`src/rtl/mem_stage_pkg.sv`:
```
// Shared opcodes, width codes, fault codes, FSM encoding and the writeback
// result record used by the memory stage.
package mem_stage_pkg;

   localparam logic [6:0] OP_LOAD  = 7'b0000011;
   localparam logic [6:0] OP_STORE = 7'b0100011;

   localparam logic [2:0] F3_B  = 3'b000;
   localparam logic [2:0] F3_H  = 3'b001;
   localparam logic [2:0] F3_W  = 3'b010;
   localparam logic [2:0] F3_BU = 3'b100;
   localparam logic [2:0] F3_HU = 3'b101;

   localparam logic [1:0] FAULT_NONE     = 2'b00;
   localparam logic [1:0] FAULT_MISALIGN = 2'b01;
   localparam logic [1:0] FAULT_TIMEOUT  = 2'b10;
   localparam logic [1:0] FAULT_FUNCT3   = 2'b11;

   typedef enum logic {
      ST_IDLE = 1'b0,
      ST_REQ  = 1'b1
   } state_t;

   typedef struct packed {
      logic [4:0]  wd;
      logic        wreg;
      logic [31:0] wdata;
      logic [1:0]  fault;
   } wb_res_t;

endpackage

```
`src/rtl/mem_stage_if.sv`:
```
// Data-memory req/ack bus between the memory stage and the data memory.
interface mem_stage_if;
   logic        req;
   logic        we;
   logic [31:0] addr;
   logic [3:0]  be;
   logic [31:0] wdata;
   logic [31:0] rdata;
   logic        ack;

   modport master (output req, we, addr, be, wdata, input rdata, ack);
   modport slave  (input req, we, addr, be, wdata, output rdata, ack);
endinterface

```
`src/rtl/mem_stage_lsu_align.sv`:
```
// Combinational lane logic: store byte enables / lane replication, legality
// and alignment checks, and load byte extraction with sign/zero extension.
module mem_stage_lsu_align
   import mem_stage_pkg::*;
(
   input  logic        is_store,
   input  logic [2:0]  funct3,
   input  logic [1:0]  ea_lo,
   input  logic [31:0] sdata,
   output logic [3:0]  be,
   output logic [31:0] wdata,
   output logic        misalign,
   output logic        illegal,
   input  logic [2:0]  ld_funct3,
   input  logic [1:0]  ld_ea_lo,
   input  logic [31:0] rdata,
   output logic [31:0] ld_data
);

   logic [31:0] shifted;

   // Request side: width decode, enables and store lane replication
   always_comb begin
      be       = '0;
      wdata    = sdata;
      misalign = 1'b0;
      illegal  = 1'b1;
      case (funct3)
         F3_B: begin
            illegal = 1'b0;
            be      = 4'b0001 << ea_lo;
            wdata   = {4{sdata[7:0]}};
         end
         F3_H: begin
            illegal  = 1'b0;
            misalign = ea_lo[0];
            be       = ea_lo[1] ? 4'b1100 : 4'b0011;
            wdata    = {2{sdata[15:0]}};
         end
         F3_W: begin
            illegal  = 1'b0;
            misalign = |ea_lo;
            be       = 4'b1111;
         end
         F3_BU, F3_HU: begin
            // unsigned widths exist only for loads
            illegal  = is_store;
            misalign = (funct3 == F3_HU) & ea_lo[0];
         end
         default: ;
      endcase
      if (!is_store) be = '0;
   end

   // Response side: move the addressed lane to bit 0 and extend
   always_comb begin
      shifted = rdata >> {ld_ea_lo, 3'b000};
      case (ld_funct3)
         F3_B:    ld_data = {{24{shifted[7]}}, shifted[7:0]};
         F3_H:    ld_data = {{16{shifted[15]}}, shifted[15:0]};
         F3_W:    ld_data = shifted;
         F3_BU:   ld_data = {24'd0, shifted[7:0]};
         F3_HU:   ld_data = {16'd0, shifted[15:0]};
         default: ld_data = '0;
      endcase
   end

endmodule

```
`src/rtl/mem_stage.sv`:
```
// EX/MEM register and load/store unit: one req/ack transfer per memory op,
// a single registered writeback result, and an upstream stall while busy.
module mem_stage
   import mem_stage_pkg::*;
#(
   parameter int TIMEOUT_CYC = 16
) (
   input  logic        clk,
   input  logic        rst_n,
   input  logic        ex_valid_i,
   input  logic [6:0]  ex_opcode_i,
   input  logic [2:0]  ex_funct3_i,
   input  logic [4:0]  ex_wd_i,
   input  logic        ex_wreg_i,
   input  logic [31:0] ex_result_i,
   input  logic [31:0] ex_sdata_i,
   output logic        stall_o,
   mem_stage_if.master dmem,
   output logic        wb_valid_o,
   output logic [4:0]  wb_wd_o,
   output logic        wb_wreg_o,
   output logic [31:0] wb_wdata_o,
   output logic [1:0]  fault_o
);

   localparam int CNT_W = $clog2(TIMEOUT_CYC);

   state_t             state;
   logic [CNT_W-1:0]   cnt;
   logic               pend_load_p1;
   logic [2:0]         pend_f3_p1;
   logic [1:0]         pend_ea_lo_p1;
   logic [4:0]         pend_wd_p1;
   logic               pend_wreg_p1;
   logic               hold_vld_p1;
   wb_res_t            hold_p1;

   logic        is_load, is_store, is_mem, accept, xfer_done, tmo;
   logic        issue, imm_vld, mem_fault, misalign, illegal;
   logic [3:0]  be;
   logic [31:0] wdata, ld_data;
   wb_res_t     imm_res, mem_res, wb_next, hold_next;
   logic        wb_load, hold_vld_next;

   assign is_load   = (ex_opcode_i == OP_LOAD);
   assign is_store  = (ex_opcode_i == OP_STORE);
   assign is_mem    = is_load | is_store;
   assign stall_o   = (state == ST_REQ) & ~dmem.ack;
   assign accept    = ex_valid_i & ~stall_o;
   assign xfer_done = (state == ST_REQ) & dmem.ack;
   assign tmo       = (state == ST_REQ) & ~dmem.ack & (cnt == CNT_W'(TIMEOUT_CYC - 1));
   assign mem_fault = misalign | illegal;
   assign issue     = accept & is_mem & ~mem_fault;
   assign imm_vld   = accept & (~is_mem | mem_fault);

   mem_stage_lsu_align u_align (
      .is_store  (is_store),
      .funct3    (ex_funct3_i),
      .ea_lo     (ex_result_i[1:0]),
      .sdata     (ex_sdata_i),
      .be        (be),
      .wdata     (wdata),
      .misalign  (misalign),
      .illegal   (illegal),
      .ld_funct3 (pend_f3_p1),
      .ld_ea_lo  (pend_ea_lo_p1),
      .rdata     (dmem.rdata),
      .ld_data   (ld_data)
   );

   // Result of an op that completes without a transfer (ALU or faulting mem op)
   always_comb begin
      imm_res.wd = ex_wd_i;
      if (!is_mem) begin
         imm_res.wreg  = ex_wreg_i & (ex_wd_i != 5'd0);
         imm_res.wdata = ex_result_i;
         imm_res.fault = FAULT_NONE;
      end else begin
         imm_res.wreg  = 1'b0;
         imm_res.wdata = '0;
         imm_res.fault = illegal ? FAULT_FUNCT3 : FAULT_MISALIGN;
      end
   end

   // Result of the outstanding transfer, either acked or timed out
   always_comb begin
      mem_res.wd    = pend_wd_p1;
      mem_res.fault = tmo ? FAULT_TIMEOUT : FAULT_NONE;
      mem_res.wreg  = pend_load_p1 & ~tmo & pend_wreg_p1;
      mem_res.wdata = (pend_load_p1 & ~tmo) ? ld_data : '0;
   end

   // Writeback arbitration: a transfer finishing in the same cycle that an
   // immediate op is accepted wins the port; the later op waits one cycle in
   // the hold slot so program order is kept. The hold slot is only occupied
   // while IDLE, so it never coincides with a transfer completion.
   always_comb begin
      wb_load       = 1'b1;
      wb_next       = imm_res;
      hold_vld_next = 1'b0;
      hold_next     = imm_res;
      if (xfer_done | tmo) begin
         wb_next       = mem_res;
         hold_vld_next = imm_vld;
      end else if (hold_vld_p1) begin
         wb_next       = hold_p1;
         hold_vld_next = imm_vld;
      end else if (!imm_vld) begin
         wb_load = 1'b0;
      end
   end

   // Writeback output registers and hold slot
   always_ff @(posedge clk) begin
      if (!rst_n) begin
         wb_valid_o  <= 1'b0;
         wb_wd_o     <= '0;
         wb_wreg_o   <= 1'b0;
         wb_wdata_o  <= '0;
         fault_o     <= FAULT_NONE;
         hold_vld_p1 <= 1'b0;
         hold_p1     <= '0;
      end else begin
         wb_valid_o  <= wb_load;
         hold_vld_p1 <= hold_vld_next;
         hold_p1     <= hold_next;
         if (wb_load) begin
            wb_wd_o    <= wb_next.wd;
            wb_wreg_o  <= wb_next.wreg;
            wb_wdata_o <= wb_next.wdata;
            fault_o    <= wb_next.fault;
         end else begin
            fault_o    <= FAULT_NONE;
         end
      end
   end

   // Transfer FSM, timeout counter and registered bus outputs
   always_ff @(posedge clk) begin
      if (!rst_n) begin
         state         <= ST_IDLE;
         cnt           <= '0;
         dmem.req      <= 1'b0;
         dmem.we       <= 1'b0;
         dmem.addr     <= '0;
         dmem.be       <= '0;
         dmem.wdata    <= '0;
         pend_load_p1  <= 1'b0;
         pend_f3_p1    <= '0;
         pend_ea_lo_p1 <= '0;
         pend_wd_p1    <= '0;
         pend_wreg_p1  <= 1'b0;
      end else if (issue) begin
         state         <= ST_REQ;
         cnt           <= '0;
         dmem.req      <= 1'b1;
         dmem.we       <= is_store;
         dmem.addr     <= {ex_result_i[31:2], 2'b00};
         dmem.be       <= be;
         dmem.wdata    <= wdata;
         pend_load_p1  <= is_load;
         pend_f3_p1    <= ex_funct3_i;
         pend_ea_lo_p1 <= ex_result_i[1:0];
         pend_wd_p1    <= ex_wd_i;
         pend_wreg_p1  <= ex_wreg_i & (ex_wd_i != 5'd0);
      end else if (xfer_done | tmo) begin
         state    <= ST_IDLE;
         dmem.req <= 1'b0;
      end else if (state == ST_REQ) begin
         cnt <= cnt + 1'b1;
      end
   end

endmodule
```
`src/flat_wrapper.sv`:
```
// flat-port wrapper written by rule: the top's interface ports become plain ports
module mem_stage_flat import mem_stage_pkg::*;
#(
   parameter int TIMEOUT_CYC = 16
)
  (clk, rst_n, ex_valid_i, ex_opcode_i, ex_funct3_i, ex_wd_i, ex_wreg_i, ex_result_i, ex_sdata_i, stall_o, wb_valid_o, wb_wd_o, wb_wreg_o, wb_wdata_o, fault_o, dmem_req, dmem_we, dmem_addr, dmem_be, dmem_wdata, dmem_rdata, dmem_ack);
  mem_stage_if dmem_i ();
  input  logic clk;
  input  logic rst_n;
  input  logic ex_valid_i;
  input  logic [6:0] ex_opcode_i;
  input  logic [2:0] ex_funct3_i;
  input  logic [4:0] ex_wd_i;
  input  logic ex_wreg_i;
  input  logic [31:0] ex_result_i;
  input  logic [31:0] ex_sdata_i;
  output logic stall_o;
  output logic wb_valid_o;
  output logic [4:0] wb_wd_o;
  output logic wb_wreg_o;
  output logic [31:0] wb_wdata_o;
  output logic [1:0] fault_o;
  output wire logic [$bits(dmem_i.req)-1:0] dmem_req;
  output wire logic [$bits(dmem_i.we)-1:0] dmem_we;
  output wire logic [$bits(dmem_i.addr)-1:0] dmem_addr;
  output wire logic [$bits(dmem_i.be)-1:0] dmem_be;
  output wire logic [$bits(dmem_i.wdata)-1:0] dmem_wdata;
  input wire logic [$bits(dmem_i.rdata)-1:0] dmem_rdata;
  input wire logic [$bits(dmem_i.ack)-1:0] dmem_ack;
  assign dmem_req = dmem_i.req;
  assign dmem_we = dmem_i.we;
  assign dmem_addr = dmem_i.addr;
  assign dmem_be = dmem_i.be;
  assign dmem_wdata = dmem_i.wdata;
  assign dmem_i.rdata = dmem_rdata;
  assign dmem_i.ack = dmem_ack;
  mem_stage #(.TIMEOUT_CYC(TIMEOUT_CYC)) u_core (.clk(clk), .rst_n(rst_n), .ex_valid_i(ex_valid_i), .ex_opcode_i(ex_opcode_i), .ex_funct3_i(ex_funct3_i), .ex_wd_i(ex_wd_i), .ex_wreg_i(ex_wreg_i), .ex_result_i(ex_result_i), .ex_sdata_i(ex_sdata_i), .stall_o(stall_o), .dmem(dmem_i), .wb_valid_o(wb_valid_o), .wb_wd_o(wb_wd_o), .wb_wreg_o(wb_wreg_o), .wb_wdata_o(wb_wdata_o), .fault_o(fault_o));
endmodule
```
`config.mk`:
```
export PLATFORM = sky130hd
export DESIGN_NAME = mem_stage_flat
export DESIGN_NICKNAME = d
export VERILOG_FILES = /design/src/rtl/mem_stage_pkg.sv /design/src/rtl/mem_stage_if.sv /design/src/rtl/mem_stage_lsu_align.sv /design/src/rtl/mem_stage.sv /design/src/flat_wrapper.sv
export SDC_FILE = /design/constraint.sdc
export NUM_CORES = 1
export LEC_CHECK = 0
export CORE_MARGIN = 5
export CORE_UTILIZATION = 48
export CTS_BUF_LIST = sky130_fd_sc_hd__clkbuf_8
export DETAILED_ROUTE_END_ITERATION = 7
export PLACE_DENSITY = 0.9
export SLEW_MARGIN = 10
export SYNTH_ARGS = -nofsm -noshare
export SYNTH_HDL_FRONTEND = slang
export SYNTH_SLANG_ARGS = --single-unit
```
`constraint.sdc`:
```
create_clock -name clk -period 2.96 [get_ports clk]
set_input_delay 0.74 -clock clk [delete_from_list [all_inputs] [get_ports clk]]
set_output_delay 0.74 -clock clk [all_outputs]
set_load 0.02 [all_outputs]
```
[Word level (Yosys, flattened, before mapping)]
Cells that the tools add are included.
Cells by class
  bitwise operators: 22
  add/subtract/negate cells: 1
  reduce and logical (&&, ||, !) cells: 10
  equality and inequality tests: 11
  mux-type cells: 20
  shift operators: 2
Operators by type and width (number)
  $pmux 32 s5: 1
  $mux 40: 2
  $pmux 32 s2: 1
  $mux 35: 1
  $mux 32: 1
  $shr 32x5->32: 1
  $eq 3x3->1 const B: 4
  $pmux 4 s3: 1
  $and 1x1->1: 11
  $mux 4: 2
  $eq 7x2->1 const B: 1
  $eq 7x6->1 const B: 1
  $mux 1: 7
  $not 1->1: 7
  $eq 3x1->1 const B: 2
  $eq 3x2->1 const B: 2
  $logic_not 3->1: 2
  $reduce_or 2->1: 3
  $reduce_bool 5->1: 1
  $add 4x1->4 const B: 1
  $eq 4x4->1 const B: 1
  $mux 2: 2
  $or 1x1->1: 4
  $reduce_and 2->1: 2
  5 further kinds: 5
Word-level totals
  output and inout bits: 112
  register bits: 166
  word-level logic and storage cells: 87

[Depth between registers and ports, before layout]
Gate-level depths: netlist (run 1).
  depth after elaboration: 10
  depth in mapped cells: 8
  depth with buffers taken out: 6

[Modules after synthesis]
A second synthesis (run 1) with hierarchy kept.
Second synthesis, totals
  cells, all modules: 991
  area, all modules: 8272.9 um^2
Modules (own cells, without submodules)
  mem_stage: seq. area each 3323.2 um^2, instances 1, cells each 809, area each 6940.4 um^2
  mem_stage_lsu_align: seq. area each 0.0 um^2, instances 1, cells each 182, area each 1332.5 um^2

[Worst setup path before layout (run 1)]
No wires, ideal clock.
  path type: input to register
  start: input port ex_opcode_i[3]
  end: register u_core.wb_wdata_o[10]
  path slack: 0.445 ns
  data arrival time: 2.387 ns
  required time: 2.832 ns
  library setup time: 0.128 ns
  stages: 8
  buffers on the path: 3
  path through: or4_4 > or2_0 > clkbuf_1 > and2_1 > buf_2 > buf_6 > a221oi_1 > a21oi_1
On the way
  word-level cells in the longest chain between the ends: 8
  elaborated cells between the ends (all ways): 14
Ends and longest elaborated chain
  start: declaration: RTL line flat_wrapper.sv:11  | input logic [6:0] ex_opcode_i;
  $eq 7x6->1 or $eq 7x2->1 (tied branches): RTL line mem_stage.sv:46, mem_stage.sv:45
  $pmux 1 s2 or $or 1x1->1 (tied branches): RTL line mem_stage_lsu_align.sv:28, mem_stage.sv:47
  $or 1x1->1 or $not 1->1 (tied branches): RTL line mem_stage.sv:52, mem_stage.sv:54
  $or 1x1->1: RTL line mem_stage.sv:54  | assign imm_vld = accept & (~is_mem | mem_fault);
  $and 1x1->1: RTL line mem_stage.sv:54
  $mux 1: RTL line mem_stage.sv:108  | end else if (!imm_vld) begin
  $mux 1: RTL line mem_stage.sv:105  | end else if (hold_vld_p1) begin
  $mux 1: RTL line mem_stage.sv:102  | if (xfer_done | tmo) begin
  end signal: assignment: RTL line mem_stage.sv:130  | wb_wdata_o <= wb_next.wdata;
  end: declaration: RTL line mem_stage.sv:22  | output logic [31:0] wb_wdata_o,
Several ways; a longest one is shown, not always the timed one.
A chain may end at the register's enable or synchronous reset.

[Worst setup path in the final report (run 1)]
  start: input port dmem_ack
  end: output port stall_o
On the way
  word-level cells in the longest chain between the ends: 2
Ends and longest elaborated chain
  start: declaration: RTL line flat_wrapper.sv:29  | input wire logic [$bits(dmem_i.ack)-1:0] dmem_ack;
  $not 1->1: RTL line mem_stage.sv:48  | assign stall_o = (state == ST_REQ) & ~dmem.ack;
  $and 1x1->1: RTL line mem_stage.sv:48
  end: declaration: RTL line flat_wrapper.sv:17  | output logic stall_o;
No other way between the ends.

==> qor.csv, run 1 <==
stage;metric;value;unit
outcome;run_status;complete, no violations;
floorplanning;core_region_area;0.01437;sq mm
pwr;power.density;456.7;mW/mm^2
worst_setup_path;critPathRequiredTime;2.22;ns
clock_tree;cts_buffer_depth;2;
clock_tree;clkSlewWorstSetupHoldPaths;0.07;ns
detailed_routing;wl_per_cell;19.25;um
global_routing;grt_pass1_vias;6770;
synthesis;synth.area.top_cells;dfxtp_1 (48%), nand2_1 (8.0%), a21oi_1 (7.2%);
synthesis;ys_types;52;
detailed_routing;remaining_drc_errors;0;
pwr;leakage;3.603;nW
detailed_routing;first_iter_violations;762;
pwr;pwr-share-seq;51.4;%
timing;rsz0062_at_grt;false;
synthesis;synth_top_area_share;47.62;%
hold_path;hold_class;reg2reg;
floorplanning;io_pins;228;
clock_tree;clk-insertion-delay-late;0.46;ns
timing;tightest_slew;1.020;ns
clock_tree;htree_levels;4;
synthesis;syn_avg_cell_area;8.668;sq um
clock_tree;clock-sinks;166;
timing;hold_viol_final;0;
worst_setup_path;startpoint_type;input pin;
clock_tree;cts_tree;done;
job;maxCapViolations;0;
synthesis;ys_seq_area_share;47.62;%
pwr;clkPwrFrac;35.9;%
timing;whs;0.4529;ns
synthesis;yosysWarnings;0;
floorplanning;dieArea;0.01705;sq mm
pwr;switching_power;0.001109;W
synthesis;synthCells;805;
global_routing;grt_first_pass_wirelength;35.94;mm
floorplanning;rows;44;
synthesis;synth_area_leader_cell;dfxtp_1;
synthesis;synth_async_sr_flop_share;0;%
global_routing;antenna_found_initial;2;
pwr;intPower;0.003419;W
detailed_routing;vias_per_cell;5.743;
place;place_hpwl;17.12;mm
finish;area_growth;42.05;%
finish;drive_above_1_share;9.496;%
synthesis;dominantRegCellSynth;dfxtp_1;
detailed_routing;drtPass1Iterations;6;
detailed_routing;wirelength;23.43;mm
finish;nFillCells;1119;
place;place.gp.congestion;0.8750;
synthesis;synth_edf_count;0;
timing;clock_skew;0.01012;ns
worst_setup_path;end_kind;primary output;
floorplanning;die_x;130.6;um
detailed_routing;num_vias;6989;
timing;finalCritPeriodShare;91.83;%
timing;fmax;0.3679;GHz
detailed_routing;antenna_left;0;
place;numPortBuffers;225;
timing;finalCriticalPeriod;2.718;ns
pwr;power.share.switching;24.49;%
global_routing;grt_max_degree;68;
timing;slew_headroom;31.29;%
pwr;p_comb_share;12.7;%
clock_tree;holdBufCountCts;0;
clock_tree;cts_made_buffers;17;
finish;layout.nets;1137;
global_routing;grt.overflow.total;0;
worst_setup_path;worstSetupPathType;in2out;
timing;slew_viol_final;0;
synthesis;netlist_area;0.006978;sq mm
clock_tree;cts_resized;0;
floorplanning;dieHeight;130.6;um
floorplanning;start_util;48.56;%
global_routing;track_usage;26.93;%
synthesis;ys_seq_elements;166;
worst_setup_path;arrival;1.98;ns
worst_setup_path;critPathMaxFanout;2;
pwr;vdd_drop_max;0.2872;mV
clock_tree;root_buffer;clkbuf_8;
clock_tree;cts_setup_buffers;0;
finish;utilization;68.98;%
timing;setup_viol;0;
[logic make-up (layout without fill, tap and decap cells)]
| family | count (synthesis) | count (layout) | share of synthesized area (%) |
|---|---|---|---|
| AND/OR/NAND/NOR | 272 | 272 | 17.89 |
| flip-flops | 166 | 166 | 47.62 |
| other | 1 | 3 | 0.05374 |
| adder cells (fa/ha/maj) | 1 | 1 | 0.1793 |
| XOR/XNOR | 3 | 3 | 0.3766 |
| AO/OA/AOI/OAI | 244 | 244 | 22.63 |
| multiplexers | 42 | 42 | 6.204 |
| buffers and inverters | 76 | 302 | 5.038 |
[synthesized netlist by cell type, types with 10 or more instances]
cell type	number
clkbuf_1	50
o211ai_1	13
a31oi_1	10
mux2i_1	32
a211oi_1	16
buf_2	11
dfxtp_1	166
nor2_1	40
nand2_1	148
nor2b_1	10
o21ai_0	45
a22oi_1	16
mux2_2	10
a21oi_1	101
a221oi_1	16
and3_1	36
[through the flow]
| step | instance area (sq um) | setup slack (ns) | power [W] | TNS [ns] | cells |
|---|---|---|---|---|---|
| 2_1_floorplan | 6982 | 0.4450 | 0.002610 | 0 | 806 |
| 3_3_place_gp | 9514 | 0.04156 | 0.002936 | 0 | 1185 |
| 3_5_place_dp | 9514 | -0.01332 | 0.002947 | -0.01565 | 1185 |
| 4_1_cts | 9910 | 0.2305 | 0.004546 | 0 | 1216 |
| 5_1_grt | 9910 | 0.1990 | 0.004696 | 0 | 1216 |
| 6_report | 9912 | 0.2419 | 0.004527 | 0 | 1217 |
[metal layers]
metal | global-route usage, % | part of all wire (%) | up-vias
met1 | 34.53 | 42 | 3342
met4 | 11.43 | 3.1 | 4
met5 | 0 | 0.12 | -
li1 | - | - | 3312
met3 | 6.992 | 7.3 | 57
met2 | 43.14 | 48 | 274
[critical path: stages]
cell and delay [ns]:
clkdlybuf4s50_1 0.41, nand2b_1 0.16, inv_1 0.06, clkdlybuf4s50_1 0.61
[worst paths after layout]
kind,from,endpoint,cells after the start,slack (ns)
max,dmem_ack,stall_o,4,0.24
min,u_core.wb_wd_o[0],u_core.wb_wd_o[0],2,0.45
max reg2reg,u_core.pend_ea_lo_p1[1],u_core.wb_wdata_o[21],6,0.69
min reg2reg,u_core.wb_wd_o[0],u_core.wb_wd_o[0],2,0.45
[layout make-up]
type | instances | area, sq um | area share [%]
antenna | 1 | 2.502 | 0.02525
clock buffer | 21 | 289.0 | 2.916
clock inverter | 10 | 106.4 | 1.073
inverter | 4 | 15.01 | 0.1515
multi-input combinational | 564 | 3321 | 33.50
sequential | 166 | 3323 | 33.53
tap | 184 | 230.2 | 2.323
timing repair buffer | 267 | 2625 | 26.48
[layout by cell type (no fill, tap or decap), drive strengths merged, types with 8 or more instances in the layout]
cell | synthesis | layout
nor2b | 10 | 10
a211oi | 17 | 17
a31oi | 10 | 10
clkbuf | 50 | 21
mux2i | 32 | 32
a21oi | 101 | 101
a221oi | 16 | 16
a222oi | 8 | 8
mux2 | 10 | 10
clkdlybuf4s50 | 0 | 224
a22oi | 16 | 16
o211ai | 13 | 13
buf | 22 | 43
nand2 | 148 | 148
dfxtp | 166 | 166
nor2 | 40 | 40
and3 | 36 | 36
a311oi | 8 | 8
nor4 | 9 | 9
o21ai | 45 | 45
[registers in the layout (all words and copies together), names as in the netlist]
name,flops
u_core.cnt,4
u_core.dmem.addr,30
u_core.dmem.be,4
u_core.dmem.wdata,32
u_core.dmem.we,1
u_core.fault_o,2
u_core.hold_p1,40
u_core.hold_vld_p1,1
u_core.pend_ea_lo_p1,2
u_core.pend_f3_p1,3
u_core.pend_load_p1,1
u_core.pend_wd_p1,5
u_core.pend_wreg_p1,1
u_core.state,1
u_core.wb_valid_o,1
u_core.wb_wd_o,5
u_core.wb_wdata_o,32
u_core.wb_wreg_o,1
[power groups by stage]
stage / clock network (W) / registers [W] / logic [W]
finish: 0.00162 / 0.00233 / 0.000577
global route: 0.00175 / 0.00233 / 0.000616
CTS: 0.00165 / 0.00233 / 0.000573
detailed placement: 0 / 0.00238 / 0.000570
global placement: 0 / 0.00238 / 0.000561
floorplan: 0 / 0.00242 / 0.000191
Note: power is estimated with default switching activity, not from simulation.
==> inputs of run 2 (changes only) <==
- CTS_CLUSTER_SIZE: unset -> 10
==> results of run 2 <==
The final DEF is identical to that of run 1; final timing and power are the same.
==> inputs of run 3 (changes only) <==
- REMOVE_ABC_BUFFERS: unset -> 1
==> run 3 against run 2 <==
  * Critical path depth is the same
  * Clock skew down 0.0035 ns
  * Clock power rose by 9.9%
  * Global-route usage shrank 0.59 points
  * Utilization rose by 0.91 points
  * Non-clock buffer count is 2 lower
  * Cell count fell by 0.16%
  * Fmax shrank 2.7%
  * Die area is the same
  * Setup slack got worse by 0.074 ns
  * Via count shrank 0.43%
==> qor.csv, run 3 (synthesis gave the netlist of run 1 again) <==
stage;metric;value;unit;change
timing;fmax;0.3581;GHz;was 0.3679 GHz
floorplanning;core_region_area;0.01437;sq mm;unchanged
worst_setup_path;startpoint_type;input pin;;unchanged
timing;slew_viol_final;0;;unchanged
finish;final_cell_mix;clkdlybuf4s50_1 (224), dfxtp_1 (166), nand2_1 (148), a21oi_1 (101), o21ai_0 (44);;unchanged
place;dp_cells;1183;;was 1185
floorplanning;die_x;130.6;um;unchanged
detailed_routing;drtPass1Iterations;5;;was 6
finish;drive_above_1_share;9.796;%;was 9.496%
clock_tree;clk-insertion-delay-late;0.45;ns;was 0.46 ns
timing;finalCritPeriodShare;94.33;%;was 91.83%
global_routing;antenna_found_initial;1;;was 2
clock_tree;cts_resized;0;;unchanged
finish;largest-register;u_core.hold_p1;;unchanged
job;maxCapViolations;0;;unchanged
global_routing;use_met3;9.350;%;was 6.992%
clock_tree;root_buffer;clkbuf_8;;unchanged
worst_setup_path;arrival;2.05;ns;was 1.98 ns
floorplanning;dieHeight;130.6;um;unchanged
detailed_routing;first_iter_violations;527;;was 762
pwr;power.total;0.004690;W;was 0.004527 W
finish;layout_commonest_cell;clkdlybuf4s50_1;;unchanged
detailed_routing;remaining_drc_errors;0;;unchanged
global_routing;use_met2;43.92;%;was 43.14%
timing;setup_tns;0;ns;unchanged
timing;hold_viol_final;0;;unchanged
global_routing;grt.met1_usage;31.59;%;was 34.53%
worst_setup_path;r2r_setup_slack;0.66;ns;was 0.69 ns
pwr;vdd_drop_max;0.2283;mV;was 0.2872 mV
global_routing;grt.overflow.total;0;;unchanged
clock_tree;clkSlewWorstSetupHoldPaths;0.08;ns;was 0.07 ns
timing;rsz0062_at_grt;false;;unchanged
finish;nFillCells;1116;;was 1119
finish;largest_register_ffs;40;;unchanged
place;place.gp.congestion;0.8588;;was 0.8750
finish;diodes;0;;was 1
hold_path;hold_class;reg2reg;;unchanged
finish;multi_input_area;0.003326;sq mm;was 0.003321 sq mm
place;placed_area;0.009604;sq mm;was 0.009514 sq mm
clock_tree;cts_made_buffers;17;;unchanged
timing;clock_skew;0.006621;ns;was 0.01012 ns
place;place_hpwl;16.78;mm;was 17.12 mm
global_routing;grt_max_degree;66;;was 68
clock_tree;clock-sinks;166;;unchanged
global_routing;grt.busiest_layer;met2;;unchanged
finish;regArea;0.003323;sq mm;unchanged
clock_tree;holdBufCountCts;0;;unchanged
detailed_routing;wl_per_cell;18.84;um;was 19.25 um
timing;setup_viol;0;;unchanged
worst_setup_path;end_kind;primary output;;unchanged
pwr;power.density;467.1;mW/mm^2;was 456.7 mW/mm^2
detailed_routing;antenna_left;0;;unchanged
timing;tightest_slew;0.6409;ns;was 1.020 ns
timing;finalCriticalPeriod;2.792;ns;was 2.718 ns
timing;slew_headroom;57.21;%;was 31.29%
finish;reg.largest.list;u_core.hold_p1 (40), u_core.dmem.wdata (32), u_core.wb_wdata_o (32);;unchanged
floorplanning;dieArea;0.01705;sq mm;unchanged
detailed_routing;wirelength;22.89;mm;was 23.43 mm
finish;final_area;0.01004;sq mm;was 0.009912 sq mm
place;place_ws;-0.05016;ns;was -0.01332 ns
detailed_routing;vias_per_cell;5.728;;was 5.743
global_routing;track_usage;26.34;%;was 26.93%
worst_setup_path;critPathRequiredTime;2.22;ns;about the same
floorplanning;io_pins;228;;unchanged
finish;layout.nets;1135;;was 1137
floorplanning;rows;44;;unchanged
outcome;run_status;complete, no violations;;unchanged
finish;area_growth;43.91;%;was 42.05%
detailed_routing;num_vias;6959;;was 6989
worst_setup_path;critPathMaxFanout;2;;unchanged
place;numPortBuffers;225;;unchanged
pwr;leakage;3.644;nW;was 3.603 nW
timing;finalWorstSetupSlack;0.1678;ns;was 0.2419 ns
finish;finalNonFillerCells;1215;;was 1217
clock_tree;cts_setup_buffers;0;;unchanged
clock_tree;cts_tree;done;;unchanged
floorplanning;start_util;48.56;%;unchanged
clock_tree;htree_levels;4;;unchanged
global_routing;grt_pass1_vias;6729;;was 6770
global_routing;grt_first_pass_wirelength;35.19;mm;was 35.94 mm
worst_setup_path;worstSetupPathType;in2out;;unchanged
clock_tree;cts_buffer_depth;2;;unchanged
-- run 3: changes by cell type in the layout (fill, tap and decap cells not counted), sizes merged --
cell,delta
buf,-2
bufinv,+2
clkbuf,-2
clkinv,+4
clkinvlp,-1
diode,-1
inv,-2
-- run 3: critical path, cell delays in order --
cell             delay [ns]
clkdlybuf4s50_1        0.45
nand2b_1               0.18
inv_1                  0.07
clkdlybuf4s50_1        0.61
-- run 3: cell type report --
type	instances	area share (%)
clock buffers	19	2.604
inverters	4	0.1495
clock inverters	13	1.757
well taps	184	2.293
multi-input cells	564	33.12
flip-flops and latches	166	33.09
repair buffers	265	26.99
-- run 3: routing by layer --
| metal | share of wire [%] | vias up |
|---|---|---|
| met5 | 0.052 | - |
| met4 | 2.7 | 2 |
| met3 | 11 | 52 |
| met2 | 47 | 338 |
| met1 | 39 | 3259 |
| li1 | - | 3308 |
-- run 3: final timing paths --
kind / to / depth (start not counted) / startpoint
setup reg to reg: u_core.wb_wdata_o[26] / 6 / u_core.pend_ea_lo_p1[1]
setup / recovery: stall_o / 4 / dmem_ack
hold / removal: u_core.dmem.wdata[3] / 2 / u_core.dmem.wdata[3]
hold reg to reg: u_core.dmem.wdata[3] / 2 / u_core.dmem.wdata[3]
-- run 3: stage by stage --
stage               hold slack, ns  util, %
floorplan                   0.4365        -
global placement            0.4413    66.84
detailed placement          0.4463    66.84
CTS                         0.4582    69.89
global route                0.4750    69.89
finish                      0.4558    69.89
-- run 3: where the power goes --
part | switching (W) | internal [W]
clock network | 0.000822 | 0.000958
logic | 0.000282 | 0.000302
registers | 0.0000283 | 0.00230
